**config.mk**
```make
export PLATFORM = sky130hd
export DESIGN_NAME = alu_rs_flat
export DESIGN_NICKNAME = d
export VERILOG_FILES = /design/src/rtl/alu_rs_if.sv /design/src/rtl/alu_rs.sv /design/src/flat_wrapper.sv
export SDC_FILE = /design/constraint.sdc
export NUM_CORES = 2
export LEC_CHECK = 0
export ABC_CLOCK_PERIOD_IN_PS = 9200
export BUFFER_PORTS_ARGS = -buffer_cell sky130_fd_sc_hd__buf_4
export CAP_MARGIN = 30
export CORE_ASPECT_RATIO = 0.5
export CORE_MARGIN = 2
export CORE_UTILIZATION = 32
export CTS_BUF_LIST = sky130_fd_sc_hd__clkbuf_8 sky130_fd_sc_hd__clkbuf_16
export CTS_CLUSTER_DIAMETER = 40
export CTS_CLUSTER_SIZE = 12
export DETAILED_ROUTE_END_ITERATION = 10
export HOLD_SLACK_MARGIN = 0.06
export PLACE_DENSITY = 0.53
export SLEW_MARGIN = 20
export SYNTH_ARGS = -nofsm -noshare
export SYNTH_HDL_FRONTEND = slang
export SYNTH_SLANG_ARGS = --single-unit
export TNS_END_PERCENT = 100
```
**constraint.sdc**
```tcl
create_clock -name clk -period 9.2 [get_ports clk]
set_input_delay 0.92 -clock clk [delete_from_list [all_inputs] [get_ports clk]]
set_output_delay 0.92 -clock clk [all_outputs]
set_load 0.02 [all_outputs]
```
**src/rtl/alu_rs_if.sv**
```systemverilog
// ============================================================================
//  Module      : alu_rs_if
//  Description : Issue, CDB snoop and ALU dispatch bundle for the ALU
//                reservation station.
//  Revision    : 1.0 - initial release
// ============================================================================
`default_nettype none

interface alu_rs_if #(
    parameter int ROB_W = 4,
    parameter int OP_W  = 6
);
    logic             rdy;
    logic             clear;

    logic             issue_sgn;
    logic [OP_W-1:0]  issue_opcode;
    logic [ROB_W-1:0] issue_rob;
    logic             issue_qj_v;
    logic [ROB_W-1:0] issue_qj;
    logic [31:0]      issue_vj;
    logic             issue_qk_v;
    logic [ROB_W-1:0] issue_qk;
    logic [31:0]      issue_vk;
    logic             full;

    logic             cdb_alu_sgn;
    logic [ROB_W-1:0] cdb_alu_rob;
    logic [31:0]      cdb_alu_res;
    logic             cdb_lsb_sgn;
    logic [ROB_W-1:0] cdb_lsb_rob;
    logic [31:0]      cdb_lsb_res;

    logic             alu_sgn;
    logic [OP_W-1:0]  alu_opcode;
    logic [ROB_W-1:0] alu_rob;
    logic [31:0]      alu_lhs;
    logic [31:0]      alu_rhs;

    modport master (
        output rdy, clear,
        output issue_sgn, issue_opcode, issue_rob,
        output issue_qj_v, issue_qj, issue_vj, issue_qk_v, issue_qk, issue_vk,
        output cdb_alu_sgn, cdb_alu_rob, cdb_alu_res,
        output cdb_lsb_sgn, cdb_lsb_rob, cdb_lsb_res,
        input  full,
        input  alu_sgn, alu_opcode, alu_rob, alu_lhs, alu_rhs
    );

    modport slave (
        input  rdy, clear,
        input  issue_sgn, issue_opcode, issue_rob,
        input  issue_qj_v, issue_qj, issue_vj, issue_qk_v, issue_qk, issue_vk,
        input  cdb_alu_sgn, cdb_alu_rob, cdb_alu_res,
        input  cdb_lsb_sgn, cdb_lsb_rob, cdb_lsb_res,
        output full,
        output alu_sgn, alu_opcode, alu_rob, alu_lhs, alu_rhs
    );
endinterface

`default_nettype wire

```
**src/rtl/alu_rs.sv**
```systemverilog
// ============================================================================
//  Module      : alu_rs
//  Description : Reservation station for the integer ALU: buffers renamed ops,
//                snoops both CDBs and dispatches the lowest ready entry.
//  Revision    : 1.0 - initial release
// ============================================================================
`default_nettype none

module alu_rs #(
    parameter int RS_SIZE = 16,
    parameter int ROB_W   = 4,
    parameter int OP_W    = 6
) (
    input  wire logic clk,
    input  wire logic rst,
    alu_rs_if.slave   bus
);
    localparam int c_IDX_W = $clog2(RS_SIZE);

    logic [RS_SIZE-1:0] r_busy;
    logic [RS_SIZE-1:0] r_qj_v;
    logic [RS_SIZE-1:0] r_qk_v;
    logic [OP_W-1:0]    r_opcode [RS_SIZE];
    logic [ROB_W-1:0]   r_rob    [RS_SIZE];
    logic [ROB_W-1:0]   r_qj     [RS_SIZE];
    logic [ROB_W-1:0]   r_qk     [RS_SIZE];
    logic [31:0]        r_vj     [RS_SIZE];
    logic [31:0]        r_vk     [RS_SIZE];

    logic               r_full;
    logic               r_alu_sgn;
    logic [OP_W-1:0]    r_alu_opcode;
    logic [ROB_W-1:0]   r_alu_rob;
    logic [31:0]        r_alu_lhs;
    logic [31:0]        r_alu_rhs;

    logic [RS_SIZE-1:0] w_ready;
    logic               w_disp_found;
    logic [c_IDX_W-1:0] w_disp_idx;
    logic [c_IDX_W-1:0] w_free_idx;
    logic               w_issue_ok;
    logic [RS_SIZE-1:0] w_busy_nxt;
    logic               w_full_nxt;
    logic               w_iss_qj_v;
    logic               w_iss_qk_v;
    logic [31:0]        w_iss_vj;
    logic [31:0]        w_iss_vk;

    // Selection and occupancy look only at registered state, so an entry woken
    // or freed on this edge is not visible until the next cycle.
    always_comb begin
        w_ready    = '0;
        w_disp_idx = '0;
        w_free_idx = '0;
        for (int i = 0; i < RS_SIZE; i++) begin
            w_ready[i] = r_busy[i] & ~r_qj_v[i] & ~r_qk_v[i];
        end
        for (int i = RS_SIZE - 1; i >= 0; i--) begin
            if (w_ready[i]) w_disp_idx = i[c_IDX_W-1:0];
            if (!r_busy[i]) w_free_idx = i[c_IDX_W-1:0];
        end
        w_disp_found = |w_ready;
        w_issue_ok   = bus.issue_sgn & ~r_full;

        w_busy_nxt = r_busy;
        if (w_disp_found) w_busy_nxt[w_disp_idx] = 1'b0;
        if (w_issue_ok)   w_busy_nxt[w_free_idx] = 1'b1;
        w_full_nxt = &w_busy_nxt;
    end

    // Same-cycle CDB forwarding into the operands of the op being issued.
    always_comb begin
        w_iss_qj_v = bus.issue_qj_v;
        w_iss_vj   = bus.issue_vj;
        w_iss_qk_v = bus.issue_qk_v;
        w_iss_vk   = bus.issue_vk;
        if (bus.issue_qj_v && bus.cdb_alu_sgn && bus.cdb_alu_rob == bus.issue_qj) begin
            w_iss_qj_v = 1'b0;
            w_iss_vj   = bus.cdb_alu_res;
        end else if (bus.issue_qj_v && bus.cdb_lsb_sgn && bus.cdb_lsb_rob == bus.issue_qj) begin
            w_iss_qj_v = 1'b0;
            w_iss_vj   = bus.cdb_lsb_res;
        end
        if (bus.issue_qk_v && bus.cdb_alu_sgn && bus.cdb_alu_rob == bus.issue_qk) begin
            w_iss_qk_v = 1'b0;
            w_iss_vk   = bus.cdb_alu_res;
        end else if (bus.issue_qk_v && bus.cdb_lsb_sgn && bus.cdb_lsb_rob == bus.issue_qk) begin
            w_iss_qk_v = 1'b0;
            w_iss_vk   = bus.cdb_lsb_res;
        end
    end

    always_ff @(posedge clk) begin
        if (rst) begin
            r_busy       <= '0;
            r_qj_v       <= '0;
            r_qk_v       <= '0;
            r_full       <= 1'b0;
            r_alu_sgn    <= 1'b0;
            r_alu_opcode <= '0;
            r_alu_rob    <= '0;
            r_alu_lhs    <= '0;
            r_alu_rhs    <= '0;
            for (int i = 0; i < RS_SIZE; i++) begin
                r_opcode[i] <= '0;
                r_rob[i]    <= '0;
                r_qj[i]     <= '0;
                r_qk[i]     <= '0;
                r_vj[i]     <= '0;
                r_vk[i]     <= '0;
            end
        end else if (bus.rdy) begin
            if (bus.clear) begin
                r_busy    <= '0;
                r_full    <= 1'b0;
                r_alu_sgn <= 1'b0;
            end else begin
                // Wakeup: the ALU CDB takes precedence when both carry the same tag.
                for (int i = 0; i < RS_SIZE; i++) begin
                    if (r_busy[i] && r_qj_v[i]) begin
                        if (bus.cdb_alu_sgn && bus.cdb_alu_rob == r_qj[i]) begin
                            r_qj_v[i] <= 1'b0;
                            r_vj[i]   <= bus.cdb_alu_res;
                        end else if (bus.cdb_lsb_sgn && bus.cdb_lsb_rob == r_qj[i]) begin
                            r_qj_v[i] <= 1'b0;
                            r_vj[i]   <= bus.cdb_lsb_res;
                        end
                    end
                    if (r_busy[i] && r_qk_v[i]) begin
                        if (bus.cdb_alu_sgn && bus.cdb_alu_rob == r_qk[i]) begin
                            r_qk_v[i] <= 1'b0;
                            r_vk[i]   <= bus.cdb_alu_res;
                        end else if (bus.cdb_lsb_sgn && bus.cdb_lsb_rob == r_qk[i]) begin
                            r_qk_v[i] <= 1'b0;
                            r_vk[i]   <= bus.cdb_lsb_res;
                        end
                    end
                end

                r_alu_sgn <= w_disp_found;
                if (w_disp_found) begin
                    r_alu_opcode <= r_opcode[w_disp_idx];
                    r_alu_rob    <= r_rob[w_disp_idx];
                    r_alu_lhs    <= r_vj[w_disp_idx];
                    r_alu_rhs    <= r_vk[w_disp_idx];
                end

                if (w_issue_ok) begin
                    r_opcode[w_free_idx] <= bus.issue_opcode;
                    r_rob[w_free_idx]    <= bus.issue_rob;
                    r_qj[w_free_idx]     <= bus.issue_qj;
                    r_qk[w_free_idx]     <= bus.issue_qk;
                    r_qj_v[w_free_idx]   <= w_iss_qj_v;
                    r_qk_v[w_free_idx]   <= w_iss_qk_v;
                    r_vj[w_free_idx]     <= w_iss_vj;
                    r_vk[w_free_idx]     <= w_iss_vk;
                end

                r_busy <= w_busy_nxt;
                r_full <= w_full_nxt;
            end
        end
    end

    assign bus.full       = r_full;
    assign bus.alu_sgn    = r_alu_sgn;
    assign bus.alu_opcode = r_alu_opcode;
    assign bus.alu_rob    = r_alu_rob;
    assign bus.alu_lhs    = r_alu_lhs;
    assign bus.alu_rhs    = r_alu_rhs;

endmodule

`default_nettype wire

```
**src/flat_wrapper.sv**
```systemverilog
// flat-port wrapper written by rule: the top's interface ports become plain ports
module alu_rs_flat 
#(
    parameter int RS_SIZE = 16,
    parameter int ROB_W   = 4,
    parameter int OP_W    = 6
)
  (clk, rst, bus_rdy, bus_clear, bus_issue_sgn, bus_issue_opcode, bus_issue_rob, bus_issue_qj_v, bus_issue_qj, bus_issue_vj, bus_issue_qk_v, bus_issue_qk, bus_issue_vk, bus_cdb_alu_sgn, bus_cdb_alu_rob, bus_cdb_alu_res, bus_cdb_lsb_sgn, bus_cdb_lsb_rob, bus_cdb_lsb_res, bus_full, bus_alu_sgn, bus_alu_opcode, bus_alu_rob, bus_alu_lhs, bus_alu_rhs);
  alu_rs_if #(.ROB_W(ROB_W), .OP_W(OP_W)) bus_i ();
  input  wire logic clk;
  input  wire logic rst;
  input wire logic [$bits(bus_i.rdy)-1:0] bus_rdy;
  input wire logic [$bits(bus_i.clear)-1:0] bus_clear;
  input wire logic [$bits(bus_i.issue_sgn)-1:0] bus_issue_sgn;
  input wire logic [$bits(bus_i.issue_opcode)-1:0] bus_issue_opcode;
  input wire logic [$bits(bus_i.issue_rob)-1:0] bus_issue_rob;
  input wire logic [$bits(bus_i.issue_qj_v)-1:0] bus_issue_qj_v;
  input wire logic [$bits(bus_i.issue_qj)-1:0] bus_issue_qj;
  input wire logic [$bits(bus_i.issue_vj)-1:0] bus_issue_vj;
  input wire logic [$bits(bus_i.issue_qk_v)-1:0] bus_issue_qk_v;
  input wire logic [$bits(bus_i.issue_qk)-1:0] bus_issue_qk;
  input wire logic [$bits(bus_i.issue_vk)-1:0] bus_issue_vk;
  input wire logic [$bits(bus_i.cdb_alu_sgn)-1:0] bus_cdb_alu_sgn;
  input wire logic [$bits(bus_i.cdb_alu_rob)-1:0] bus_cdb_alu_rob;
  input wire logic [$bits(bus_i.cdb_alu_res)-1:0] bus_cdb_alu_res;
  input wire logic [$bits(bus_i.cdb_lsb_sgn)-1:0] bus_cdb_lsb_sgn;
  input wire logic [$bits(bus_i.cdb_lsb_rob)-1:0] bus_cdb_lsb_rob;
  input wire logic [$bits(bus_i.cdb_lsb_res)-1:0] bus_cdb_lsb_res;
  output wire logic [$bits(bus_i.full)-1:0] bus_full;
  output wire logic [$bits(bus_i.alu_sgn)-1:0] bus_alu_sgn;
  output wire logic [$bits(bus_i.alu_opcode)-1:0] bus_alu_opcode;
  output wire logic [$bits(bus_i.alu_rob)-1:0] bus_alu_rob;
  output wire logic [$bits(bus_i.alu_lhs)-1:0] bus_alu_lhs;
  output wire logic [$bits(bus_i.alu_rhs)-1:0] bus_alu_rhs;
  assign bus_i.rdy = bus_rdy;
  assign bus_i.clear = bus_clear;
  assign bus_i.issue_sgn = bus_issue_sgn;
  assign bus_i.issue_opcode = bus_issue_opcode;
  assign bus_i.issue_rob = bus_issue_rob;
  assign bus_i.issue_qj_v = bus_issue_qj_v;
  assign bus_i.issue_qj = bus_issue_qj;
  assign bus_i.issue_vj = bus_issue_vj;
  assign bus_i.issue_qk_v = bus_issue_qk_v;
  assign bus_i.issue_qk = bus_issue_qk;
  assign bus_i.issue_vk = bus_issue_vk;
  assign bus_i.cdb_alu_sgn = bus_cdb_alu_sgn;
  assign bus_i.cdb_alu_rob = bus_cdb_alu_rob;
  assign bus_i.cdb_alu_res = bus_cdb_alu_res;
  assign bus_i.cdb_lsb_sgn = bus_cdb_lsb_sgn;
  assign bus_i.cdb_lsb_rob = bus_cdb_lsb_rob;
  assign bus_i.cdb_lsb_res = bus_cdb_lsb_res;
  assign bus_full = bus_i.full;
  assign bus_alu_sgn = bus_i.alu_sgn;
  assign bus_alu_opcode = bus_i.alu_opcode;
  assign bus_alu_rob = bus_i.alu_rob;
  assign bus_alu_lhs = bus_i.alu_lhs;
  assign bus_alu_rhs = bus_i.alu_rhs;
  alu_rs #(.RS_SIZE(RS_SIZE), .ROB_W(ROB_W), .OP_W(OP_W)) u_core (.clk(clk), .rst(rst), .bus(bus_i));
endmodule
```
# Word-level counts from Yosys, hierarchy flattened
# Memories as Yosys holds them, arrays and structs flattened. A register that Yosys moved wholly into a read port is not among the register bits.
# Cells that the tools add are included.
# totals
reg_bits	50
ram_bits	1312
inputBits	163
out_inout_bits	76
wordCells	1075
n_memories	6
# classes
order_cmp	4
n_eq_ne	68
mux	744
n_bitwise	134
reduce_logical	114
# mem_list
name	words	width	rd	rd_clocked_by_memory_dff	wr	line	rtl
u_core.r_vj	16	32	1	1	17	alu_rs.sv:27	logic [31:0] r_vj [RS_SIZE];
u_core.r_vk	16	32	1	1	17	alu_rs.sv:28	logic [31:0] r_vk [RS_SIZE];
u_core.r_opcode	16	6	1	1	16	alu_rs.sv:23	logic [OP_W-1:0] r_opcode [RS_SIZE];
u_core.r_qj	16	4	16	0	16	alu_rs.sv:25	logic [ROB_W-1:0] r_qj [RS_SIZE];
u_core.r_qk	16	4	16	0	16	alu_rs.sv:26	logic [ROB_W-1:0] r_qk [RS_SIZE];
u_core.r_rob	16	4	1	1	16	alu_rs.sv:24	logic [ROB_W-1:0] r_rob [RS_SIZE];
# op_table
op	count
two-way mux 32 bit	68
two-way mux 1 bit	627
== test 4 bit	68
two-way mux 4 bit	39
logical AND 1 bit	106
two-way mux 16 bit	5
bitwise OR 1 bit	64
inverter 1 bit	34
bitwise AND 1 bit	33
bitwise mux 16 bit	2
bitwise AND 16 bit	1
inverter 16 bit	1
bitwise OR 16 bit	1
AND reduction 16 bit	1
OR reduction 16 bit	1
OR reduction 4 bit	3
less-than comparator 4 x 5 -> 1 bit, second input constant	2
demux 1 bit (select 4 bit)	2
greater-or-equal comparator 4 x 1 -> 1 bit, second input constant	2
two-way mux 6 bit	1
OR reduction 6 bit	1
AND reduction 3 bit	1
AND reduction 2 bit	1

# Depth between registers and ports, before layout
# depth
word_depth	30
depth_mapped	13
ltp_nobuf	9

# Worst setup path after synthesis
# No wires, ideal clock.
# synth_timing
path_type	input to register
start	input port bus_cdb_alu_rob[2]
end	memory u_core.r_vk[14][0], enable pin
setup_ps	466
t_arrival_ps	4577
required_time_ps	8734
path_slack_ps	4158
stages	9
path_buffers	3
path_cell_list	buf_2 -> buf_2 -> buf_2 -> xor2_1 -> a2111oi_0 -> o211ai_1 -> inv_1 -> nor2_1 -> o21ai_0
# synth_lines
element	line	rtl
start: declaration	flat_wrapper.sv:24	input wire logic [$bits(bus_i.cdb_alu_rob)-1:0] bus_cdb_alu_rob;
end: declaration	alu_rs.sv:28	

==> impl_metrics.yaml <==
run_status:
  status: "finished clean"
worst_setup_path:
  startpoint_type: "register"
  cp-end-kind: "register"
  required_ns: 9.74
  critPathArrivalTime_ns: 6.22
  cp_max_fo: 47
  critPathMaxStageDelay_ns: 0.93
  cp_common_cell: "buf_4"
  critPathTopFamily: "simple AND/OR/NAND/NOR gates"
  slowest_stage: "nand2b_4"
  crit_path_cell_trace: "nand4_2 > nor2_1 > nand3_1 > nor3_2 > buf_4 > nand2_4 > nand2b_4 > buf_4 > o22ai_1"
  critPathBufInv: 2
  critPathKind: "reg -> reg"
yosys:
  synthCells: 7349
  synth-xor-area-share_pct: 2.88
  synth_top_family_by_area: "compound AO/OA/AOI/OAI gates"
  synth-edff-count: 1312
  synth_top_area_share_pct: 49.2
  synth_mux_area_share_pct: 11.7
  ys_seq_area_share_pct: 52.4
  synth.area.top_cells: "edfxtp_1 49%, mux2i_1 8.6%, o221ai_1 6.5%"
  syn_nets: 7512
  async_reset_ff_share_pct: 0
  synth_compound_area_share_pct: 18.5
  synthFlopType: "edfxtp_1"
  yosysMostFrequentCell: "edfxtp_1"
  syn_area_sq_um: 80000
  synth_common_cells: "1,312 x edfxtp_1, 806 x clkbuf_1, 759 x o21ai_0, 689 x mux2i_1, 597 x o221ai_1"
  yosys.cell_types.count: 74
  synth-simple-area-share_pct: 9.40
  synth_warnings: 0
  synth-adder-area-share_pct: 0
  synth_area_per_cell_sq_um: 10.9
  ys_ff_latch: 1436
  netlist.top_cell.by_area: "edfxtp_1"
final_layout:
  instances_no_fill: 10505
  drive_gt1_share_pct: 15.6
  fillers: 24165
  fin_area_sq_um: 92000
  final_nets: 7158
  area_growth_pct: 15.1
flow_run:
  max_cap_violations: 0
global_routing:
  grt_max_degree: 107
  overflow: 0
  grt_pass1_vias: 64707
  antenna_found_initial: 21
  grt_pass1_wl_mm: 525
  track_usage_pct: 28.7
clock_network:
  clk_pin_slew_ns: 0.06
  cts_buffer_depth: 4
  cts_buffers: 199
  cts_tree: "done"
  worstSkewPairLatency_ns: 0.88
  cts_hold_buf: 0
  cts.sinks: 1436
  cts_root_buf: "clkbuf_16"
  htreeDepth: 4
  cts_resized: 0
  post_cts_buffers: 0
placement:
  placed_area_sq_um: 84700
  dp_hpwl_mm: 223
  place_congestion: 0.933
  port_buffers: 238
  placed_cells: 10109
power_and_ir_drop:
  ir_drop_mv: 0.146
  power_density_nw_per_um2: 186
  total_power_w: 0.0171
  power_leakage_nw: 33.2
sta:
  finalCritPeriodShare_pct: 61.8
  skew_ns: 0.0728
  hold_violations: 0
  slew_violations: 0
  max_slew_margin_pct: 22.3
  rsz0062_at_grt: "no"
  fin_crit_ns: 5.69
  max_freq_ghz: 0.176
  finalSetupTns_ns: 0
  tightest_slew_ns: 1.17
  setup_viol: 0
floorplan:
  fp.dieH_um: 358
  fp-row-count: 129
  die_area_sq_um: 254000
  initial_core_util_pct: 32.3
  ios: 239
  die_w_um: 711
  core_sq_um: 248000
route:
  drc: 0
  wl_per_cell_um: 36.3
  via_per_inst: 6.58
  drt-total-wl_mm: 381
  antenna_left: 0
  via_count: 69127
  drt_iter0_markers: 10861
  firstDrtPassIters: 8
min_path:
  hp-class: "in -> reg"
logic make-up after synthesis:
family | Yosys count
xor gates and xnor gates | 263
and+or+nand+nor | 1524
DFF | 1436
AOI/OAI and AO/OA | 2284
muxes | 799
buffers and inverters | 1043
stage by stage:
step / hold WS [ns] / utilization [%] / worst slack (ns)
3_3_place_gp: 0.467 / 33.9 / 3.65
6_report: 0.439 / 37.1 / 3.51
2_1_floorplan: 0.453 / - / 4.16
4_1_cts: 0.400 / 36.9 / 3.70
5_1_grt: 0.423 / 37.1 / 3.28
3_5_place_dp: 0.478 / 34.2 / 3.55
sequential cells by signal, summed over array words and instances, names as in the netlist:
signal / cells
u_core.r_qj: 64
u_core.bus.alu_rob: 4
u_core.bus.alu_lhs: 32
u_core.bus.alu_sgn: 1
u_core.bus.full: 1
u_core.r_opcode: 96
u_core.r_qk_v: 16
u_core.r_qj_v: 16
u_core.r_rob: 64
u_core.r_vk: 512
u_core.r_busy: 16
u_core.r_qk: 64
u_core.r_vj: 512
u_core.bus.alu_opcode: 6
u_core.bus.alu_rhs: 32
placed cells by master (no fill, tap or decap), drive strengths merged, types with 4 or more instances in the layout:
master,instances
nor4,102
a211oi,73
or2,15
o31ai,4
a41o,6
clkinv,59
o2111ai,5
nor3b,12
or3b,4
and3,115
clkinvlp,23
bufinv,26
o22ai,328
edfxtp,1312
xor2,173
o221ai,597
nor2b,16
clkbuf,213
a21oi,289
nand4,23
nand3,85
or3,153
nand2b,29
mux4,110
and4,11
mux2i,689
a21o,4
a22oi,116
nor3,79
inv,67
xnor2,90
a31oi,4
buf,463
nand2,566
and2,116
nor2,195
dfxtp,124
o21ai,827
diode,8
area by class of cell:
type	instances	area (sq um)	area share, %
Clock inverter	150	1580	1.72
Antenna cell	8	20.0	0.0217
Sequential cell	1436	41900	45.5
Tap cell	3340	4180	4.54
Inverter	25	96.3	0.105
Timing Repair Buffer	463	4260	4.63
Multi-Input combinational cell	4870	34800	37.8
Clock buffer	213	5260	5.72
power breakdown:
| group | leakage, nW | switching (W) | total (W) | internal (W) |
|---|---|---|---|---|
| clock network | 3.41 | 0.00326 | 0.00815 | 0.00489 |
| logic | 15.9 | 0.00104 | 0.00142 | 0.000374 |
| registers | 14.0 | 0.000114 | 0.00756 | 0.00744 |
path summary, 6_finish.rpt:
path,start,endpoint,slack [ns],cells past startpoint
setup / recovery,u_core.r_busy[0]$_SDFFE_PP0P_,u_core.r_vj[11][11]$_DFFE_PP_,3.51,9
hold / removal,bus_rdy,u_core.bus.alu_sgn$_SDFFE_PP0P_,0.44,3
setup reg to reg,u_core.r_busy[0]$_SDFFE_PP0P_,u_core.r_vj[11][11]$_DFFE_PP_,3.51,9
hold reg to reg,u_core.r_qk_v[5]$_SDFFE_PP0P_,u_core.r_qk_v[5]$_SDFFE_PP0P_,0.49,2
layer usage:
layer	vias to the layer above	share of wire [%]	GRT usage (%)	routed length (um)
met4	16	5.3	13.9	20300
met3	982	13	8.85	50600
met1	34898	39	38.7	150000
li1	27845	-	-	-
met2	5386	42	42.0	160000
met5	-	0.021	0.0908	80
tightest hold or removal path: stages:
cell,delay (ns)
buf_4,0.12
nand2b_1,0.12
a21oi_1,0.06
(Power assumes the default switching activity.)
